## src/rtl/kros_ctrl.sv

```systemverilog
// kros_ctrl -- front-end controller for the KROS LED sequencer.
//
// Turns the four raw active-low board pushbuttons into clean press events,
// keeps the selected sequence index (wrapping) and speed index (saturating),
// and divides CLK_50 down to the one-cycle step tick that advances the
// pattern engine. Everything lives in the CLK_50 domain.
//
// Ports:
//   CLK_50      in   1         system clock, 50 MHz
//   reset       in   1         synchronous, active-high reset
//   pb_freq_up  in   1         raw button, active low (0 = pressed)
//   pb_freq_dn  in   1         raw button, active low
//   pb_seq_up   in   1         raw button, active low
//   pb_seq_dn   in   1         raw button, active low
//   seq_sel     out  SEQ_W     current sequence index, wraps 0..NUM_SEQ-1
//   freq_sel    out  FREQ_W    current speed index, saturates 0..NUM_FREQ-1 (higher = faster)
//   tick        out  1         one-cycle step enable for the pattern engine
//   seq_chg     out  1         pulse in the cycle seq_sel shows its new value
//   freq_chg    out  1         pulse in the cycle freq_sel shows its new value

module kros_ctrl #(
  parameter int DEB_CYCLES = 1000,
  parameter int NUM_SEQ    = 8,
  parameter int NUM_FREQ   = 8,
  parameter int FREQ_INIT  = 3,
  parameter int BASE_DIV   = 50
) (
  input  logic                        CLK_50,
  input  logic                        reset,
  input  logic                        pb_freq_up,
  input  logic                        pb_freq_dn,
  input  logic                        pb_seq_up,
  input  logic                        pb_seq_dn,
  output logic [$clog2(NUM_SEQ)-1:0]  seq_sel,
  output logic [$clog2(NUM_FREQ)-1:0] freq_sel,
  output logic                        tick,
  output logic                        seq_chg,
  output logic                        freq_chg
);

  localparam int SEQ_W      = $clog2(NUM_SEQ);
  localparam int FREQ_W     = $clog2(NUM_FREQ);
  localparam int CNT_W      = (DEB_CYCLES > 1) ? $clog2(DEB_CYCLES) : 1;
  localparam int MAX_PERIOD = BASE_DIV << (NUM_FREQ - 1);
  // Wide enough for MAX_PERIOD-1, the largest value div_cnt ever holds.
  localparam int DIV_W      = (MAX_PERIOD > 1) ? $clog2(MAX_PERIOD) : 1;

  localparam int B_FU = 0;
  localparam int B_FD = 1;
  localparam int B_SU = 2;
  localparam int B_SD = 3;

  localparam logic [CNT_W-1:0]  CNT_LAST  = CNT_W'(DEB_CYCLES - 1);
  localparam logic [SEQ_W-1:0]  SEQ_LAST  = SEQ_W'(NUM_SEQ - 1);
  localparam logic [FREQ_W-1:0] FREQ_LAST = FREQ_W'(NUM_FREQ - 1);

  logic [3:0]       pb_raw;
  logic [3:0]       sync1;
  logic [3:0]       sync2;
  logic [3:0]       stable;
  logic [3:0]       stable_d;
  logic [3:0]       press;
  logic [CNT_W-1:0] deb_cnt [4];

  logic [DIV_W-1:0]  div_cnt;
  logic [DIV_W-1:0]  period_m1;
  logic [FREQ_W-1:0] shift_amt;

  assign pb_raw = {pb_seq_dn, pb_seq_up, pb_freq_dn, pb_freq_up};

  // Button pipeline: two-flop synchroniser, debounce and press detect.
  // The debounce counter only runs while the synchronised level disagrees
  // with the accepted level, so any bounce back resets it. stable_d holds
  // the previous accepted level so a press is reported one cycle after the
  // accepted level falls, and a release (0->1) never produces an event.
  always_ff @(posedge CLK_50) begin
    if (reset) begin
      sync1    <= '1;
      sync2    <= '1;
      stable   <= '1;
      stable_d <= '1;
      press    <= '0;
      for (int i = 0; i < 4; i++) begin
        deb_cnt[i] <= '0;
      end
    end else begin
      sync1    <= pb_raw;
      sync2    <= sync1;
      stable_d <= stable;
      press    <= stable_d & ~stable;
      for (int i = 0; i < 4; i++) begin
        if (sync2[i] == stable[i]) begin
          deb_cnt[i] <= '0;
        end else if (deb_cnt[i] == CNT_LAST) begin
          stable[i]  <= sync2[i];
          deb_cnt[i] <= '0;
        end else begin
          deb_cnt[i] <= deb_cnt[i] + 1'b1;
        end
      end
    end
  end

  // Index registers. Opposing presses in the same cycle cancel out, and a
  // speed press at the end stop is swallowed without a change pulse.
  always_ff @(posedge CLK_50) begin
    if (reset) begin
      seq_sel  <= '0;
      freq_sel <= FREQ_W'(FREQ_INIT);
      seq_chg  <= 1'b0;
      freq_chg <= 1'b0;
    end else begin
      seq_chg  <= 1'b0;
      freq_chg <= 1'b0;

      if (press[B_SU] && !press[B_SD]) begin
        seq_sel <= (seq_sel == SEQ_LAST) ? '0 : seq_sel + 1'b1;
        seq_chg <= 1'b1;
      end else if (press[B_SD] && !press[B_SU]) begin
        seq_sel <= (seq_sel == '0) ? SEQ_LAST : seq_sel - 1'b1;
        seq_chg <= 1'b1;
      end

      if (press[B_FU] && !press[B_FD] && (freq_sel != FREQ_LAST)) begin
        freq_sel <= freq_sel + 1'b1;
        freq_chg <= 1'b1;
      end else if (press[B_FD] && !press[B_FU] && (freq_sel != '0)) begin
        freq_sel <= freq_sel - 1'b1;
        freq_chg <= 1'b1;
      end
    end
  end

  // Period halves for every step up in speed; the fastest speed runs at
  // BASE_DIV cycles per tick.
  always_comb begin
    shift_amt = FREQ_LAST - freq_sel;
    period_m1 = DIV_W'((32'(BASE_DIV) << shift_amt) - 32'd1);
  end

  // Tick is a decode of the divider. In a freq_chg cycle the old count may
  // already exceed the new period, so the tick is suppressed and the count
  // restarts, giving the first new-speed tick exactly one new period later.
  assign tick = (div_cnt == period_m1) && !freq_chg;

  always_ff @(posedge CLK_50) begin
    if (reset) begin
      div_cnt <= '0;
    end else if (freq_chg || (div_cnt == period_m1)) begin
      div_cnt <= '0;
    end else begin
      div_cnt <= div_cnt + 1'b1;
    end
  end

endmodule

```

## config.mk

```make
export PLATFORM = sky130hd
export DESIGN_NAME = kros_ctrl
export DESIGN_NICKNAME = d
export VERILOG_FILES = /design/src/rtl/kros_ctrl.sv
export SDC_FILE = /design/constraint.sdc
export NUM_CORES = 1
export LEC_CHECK = 0
export ABC_AREA = 1
export ABC_CLOCK_PERIOD_IN_PS = 2600
export BUFFER_PORTS_ARGS = -buffer_cell sky130_fd_sc_hd__buf_2
export CORE_UTILIZATION = 40
export DETAILED_ROUTE_END_ITERATION = 8
export GPL_ROUTABILITY_DRIVEN = 0
export SLEW_MARGIN = 10
export SYNTH_ARGS = -nofsm -noshare
export SYNTH_HDL_FRONTEND = slang
export SYNTH_SLANG_ARGS = --single-unit
```

## constraint.sdc

```tcl
create_clock -name CLK_50 -period 2.6 [get_ports CLK_50]
set_clock_uncertainty 0.2 [all_clocks]
set_input_delay 0.39 -clock CLK_50 [delete_from_list [all_inputs] [get_ports CLK_50]]
set_output_delay 0.39 -clock CLK_50 [all_outputs]
set_load 0.05 [all_outputs]
```

## Word-level counts from Yosys, hierarchy flattened

Memories as Yosys holds them, arrays and structs flattened.
Index checks and enable logic that the tools add are counted.

- Register bits after elaboration: 41
- Bits in latches: 0
- RAM bits: 40
- Bits in read-only memories: 0
- Input port bits: 6
- Output and inout bits: 9
- Word-level logic and storage cells: 145
- Memories kept: 1

Memory list:

| memory | words | bits a word | rd ports | clocked after memory_dff | write ports | RTL line | text |
|---|---|---|---|---|---|---|---|
| deb_cnt | 4 | 10 | 4 | 0 | 4 | 63 | `logic [CNT_W-1:0] deb_cnt [4];` |

- Add/subtract/negate cells: 11
- Multipliers: 0
- Divide/modulo/power cells: 0
- Magnitude comparators: 0
- Eq/ne operators: 11
- Shift-type cells: 1
- Mux-type cells: 68
- Bitwise gates (word level): 18
- Reduce and logical (&&, ||, !) cells: 22

Operators with widths:

| operator | number |
|---|---|
| $mux 10 | 12 |
| $mux 1 | 50 |
| $add 10x1->10 const B | 4 |
| $eq 10x10->1 const B | 4 |
| $mux 3 | 6 |
| $add 13x1->13 const B | 1 |
| $eq 13x13->1 | 1 |
| $shl 6x3->13 const A | 1 |
| $sub 13x1->13 const B | 1 |
| $or 1x1->1 | 12 |
| $reduce_and 2->1 | 4 |
| $logic_and 1x1->1 | 7 |
| $add 3x1->3 const B | 2 |
| $sub 3x1->3 const B | 2 |
| $logic_not 1->1 | 5 |
| $and 4x4->4 | 1 |
| $eq 1x1->1 | 4 |
| $not 1->1 | 4 |
| $not 4->4 | 1 |
| $reduce_bool 2->1 | 2 |
| $eq 3x3->1 const B | 1 |
| $logic_not 3->1 | 1 |
| $ne 3x3->1 const B | 1 |
| $reduce_bool 3->1 | 1 |
| 3 further kinds | 3 |

## Logic depth before layout (Yosys ltp)

- Word-level depth: 7
- Mapped depth: 17
- Depth with buffers taken out: 16

## Worst setup path before layout

OpenSTA, ideal clock, no wires.

- Kind: register to output
- Start point: register freq_sel[1]
- End point: output port tick
- Data arrival time: 2.898 ns
- Data required time: 2.010 ns
- Path slack: -0.888 ns
- Cell stages (with the launch flop): 15
- Buffers on the path: 0
- Cells stage by stage: dfxtp_1 > ha_1 > nand2_1 > ha_1 > nand2_1 > nand2_1 > nor2_1 > nand2_1 > nor2_1 > nand2_1 > nor2_1 > nand2_1 > nor2_2 > nand3_2 > nor2_1

- Longest elaborated chain between the ends: 5

Ends and longest elaborated chain:

| element | RTL line | text |
|---|---|---|
| from (decl) | 35 | `output logic [$clog2(NUM_FREQ)-1:0] freq_sel,` |
| from (signal assigned) | 109 | `freq_sel <= FREQ_W'(FREQ_INIT);` |
| from (signal assigned) | 125 | `freq_sel <= freq_sel + 1'b1;` |
| from (signal assigned) | 128 | `freq_sel <= freq_sel - 1'b1;` |
| $sub 3x3->3 | 137 | `shift_amt = FREQ_LAST - freq_sel;` |
| $shl 6x3->13 | 138 | `period_m1 = DIV_W'((32'(BASE_DIV) << shift_amt) - 32'd1);` |
| $sub 13x1->13 | 138 |  |
| $eq 13x13->1 | 144 | `assign tick = (div_cnt == period_m1) && !freq_chg;` |
| $logic_and 1x1->1 | 144 |  |
| to (decl) | 36 | `output logic tick,` |

Every way passes these cells.

## Final worst setup path

- Start point: register freq_sel[0]
- End point: output port tick

- Longest elaborated chain between the ends: 5

Ends and longest elaborated chain:

| element | RTL line | text |
|---|---|---|
| $sub 3x3->3 | 137 |  |
| via shift_amt[0] | 67 | `logic [FREQ_W-1:0] shift_amt;` |
| $shl 6x3->13 | 138 |  |
| $sub 13x1->13 | 138 |  |
| $eq 13x13->1 | 144 |  |
| $logic_and 1x1->1 | 144 |  |

The timed path passes the listed nets, and every way through them passes these cells.

==> out/results.txt <==
Final Max Slew Viols: 0
yosys warns: 0
asr flop ratio synth: 0%
crit-path max FO: 4
# fillers: 1,012
vias in the first global route: 3,090
Syn Inst Count: 527
DRT antenna net count: 0
Die Height: 106 um
top-count cell post-synth: nand2_1
final core utilization: 49.0%
clock latency on the worst-skew pair: 350 ps
ys flop type: dfxtp_1
max_cap viols: 0
RSZ-0062 raised after global routing: yes
ratio of cells with drive above 1 in the final layout: 15.5%
htree depth: 3
Adder-Cell Fraction of Synth Area: 4.83%
#FFs+latches synth: 81
endpoints failing hold: 0
worst hold slack: 20.6 ps
R2R Setup Slk: 180 ps
biggest area consumer among synthesized cells: edfxtp_1
Period minus WS final: 2850 ps
Wirelength per Cell: 10.5 um
Pleak: 0.00217 uW
TritonCTS Sinks: 81
first drt pass iteration count: 4
min-delay src: pb_freq_up
number of remaining DRC errors: 0
first-pass GRT wire length: 13,300 um
Worst VDD drop: 0.300 mV
I/O pins: 15
multiplexer share of the synthesized area: 0%
Mapped Avg Cell Area: 8.16 sq um
Critical Path End Type: primary output
synth cell count leaders: 110 x nand2_1, 74 x inv_1, 66 x nor2_1, 41 x dfxtp_1, 40 x edfxtp_1
row cnt: 37
Initial Util: 41.5%
Setup TNS: -252 ps
grt ovf: 0
initial antenna violation count: 0
Root Buffer: clkbuf_8
Worst EP required: 2010 ps
final setup fails: 1
cell area after synthesis: 4300 sq um
Pwr per Cell Area: 472 nW/um^2
Slew headroom: 47.0%
# diodes: 0
Num CTS Buffers: 9
Total GRT Usage: 15.2%
Finished Layout Cells: 744
reg2reg path depth: 17
Initial DRC Count: 141
Synth area leaders: edfxtp_1 28%, dfxtp_1 19%, nand2_1 9.6%
IO buf count: 14
pre-CTS WS: -24.7 ps
Via density: 4.53
Post-synth EDFFs: 40
Multi-input gate area: 2180 sq um
HPWL after DPL: 5890 um
violated checks: negative setup slack
Worst Hold End: sync1[0]$_SDFF_PP1_
register area: 2030 sq um
die area: 11,200 sq um
Reg2Reg Launch Point: freq_sel[0]$_SDFFE_PP1P_
Slew @ Worst Pin: 792 ps
Post-Route WL: 7820 um
post-synthesis compound-gate area fraction: 6.98%
Final Cycle Share: 110%
Final WS setup: -252 ps
Unique masters post-synth: 39
pin count of the biggest net entering global routing: 16
worst hold path cell count: 2
register area share after synthesis: 47.0%
startpoint type of the worst setup path: flop
final net count: 625
Synth Area in XOR/XNOR: 4.28%
Synth Area in Simple Gates: 28.9%
placed cells: 725
Max clock buf depth: 2
CTS tree: done
floorplan core area: 10,400 sq um
share of the synthesized area in the top cell type: 27.9%
Die X: 106 um
Clk pin slew, worst setup/hold paths: 80 ps
status: finished, violations left
Fmax: 0.351 GHz
Arr. time, crit path: 2260 ps
via count: 3,369
Area Overhead vs Synth: 18.1%
worst setup path class: flop to primary output
largest family of logic cells by synthesized area: simple AND/OR/NAND/NOR gates
worst hold path class: primary input to flop
r2r endpoint: div_cnt[11]$_SDFF_PP0_
-- worst max-delay path by stage --
stage,start,to
final,freq_sel[0]$_SDFFE_PP1P_,tick
after global routing,freq_sel[0]$_SDFFE_PP1P_,tick
after CTS,freq_sel[0]$_SDFFE_PP1P_,tick
after detailed placement,freq_sel[1]$_SDFFE_PP1P_,tick
after global placement,freq_sel[0]$_SDFFE_PP1P_,tick
after floorplan,freq_sel[1]$_SDFFE_PP1P_,tick
-- final cells by class --
type / instances / area share, %
multi-input combinational: 404 / 43.0
timing repair buffer: 31 / 4.14
clock inverter: 6 / 0.887
tap: 136 / 3.35
clock buffer: 10 / 2.93
sequential: 81 / 40.0
inverter: 76 / 5.67
-- layer usage --
metal	GRT usage, %	wire length (um)	vias up
met5	0	0	-
met4	7.14	146	0
met3	3.40	277	13
met2	23.9	3420	47
met1	19.7	3970	1486
li1	-	-	1823
-- critical path, stage by stage (launching register included) --
cell	delay, ps
dfxtp_4	370
inv_4	80
ha_4	150
nand2_4	60
ha_4	270
nor2_1	30
nor2_1	100
nand2_1	60
nor2_1	100
nand2_1	60
nor2_1	90
nand2_1	70
nor2_2	90
nand3_2	110
nor2_4	110
buf_8	150
-- repair_timing --
| action | 4_1_cts | 5_1_grt |
|---|---|---|
| resized for setup | 9 | 4 |
| hold endpoints to repair | 1 | 0 |
| pin swaps | 5 | 0 |
| buffers inserted | 1 | 1 |
| hold buffers | 1 | 0 |
| endpoints found under the setup margin | 1 | 1 |
-- metrics by stage --
step	total power, uW	cell area, sq um
finish	2400	5080
CTS	2430	5040
global placement	1520	4810
global route	2510	5080
floorplan	1490	4520
detailed placement	1520	4810
-- cells in the final DEF (no fill, tap or decap), types with 4 or more instances in the layout --
master,n
a21oi_1,22
xor2_1,19
inv_1,71
nor2_2,11
nor3_1,14
ha_1,10
nand2_1,105
clkbuf_8,9
nor2_1,65
nand2_2,4
o21ai_0,19
ha_4,4
dfxtp_1,38
buf_4,16
conb_1,40
or2_2,11
edfxtp_1,40
buf_2,13
nor3b_1,12
nand3_1,33
-- cell families after synthesis --
| kind of cell | Yosys count |
|---|---|
| adders and majority gates | 16 |
| buffers and inverters | 81 |
| other | 1 |
| AOI/OAI and AO/OA | 55 |
| and+or+nand+nor | 272 |
| xor gates and xnor gates | 21 |
| DFF | 81 |
-- sequential cells by signal, summed over array words and instances (netlist names) --
name      count
press         4
sync1         4
seq_chg       1
sync2         4
div_cnt      13
stable        4
freq_chg      1
deb_cnt      40
freq_sel      3
stable_d      4
seq_sel       3
-- power breakdown --
part	leakage [uW]	total, uW	switching, uW	internal, uW
clock	0.0000991	907	493	414
sequential	0.000747	1400	26.8	1370
combinational	0.00132	94.9	60.1	34.8
total	0.00217	2400	580	1820
Note: power is estimated with default switching activity, not from simulation.
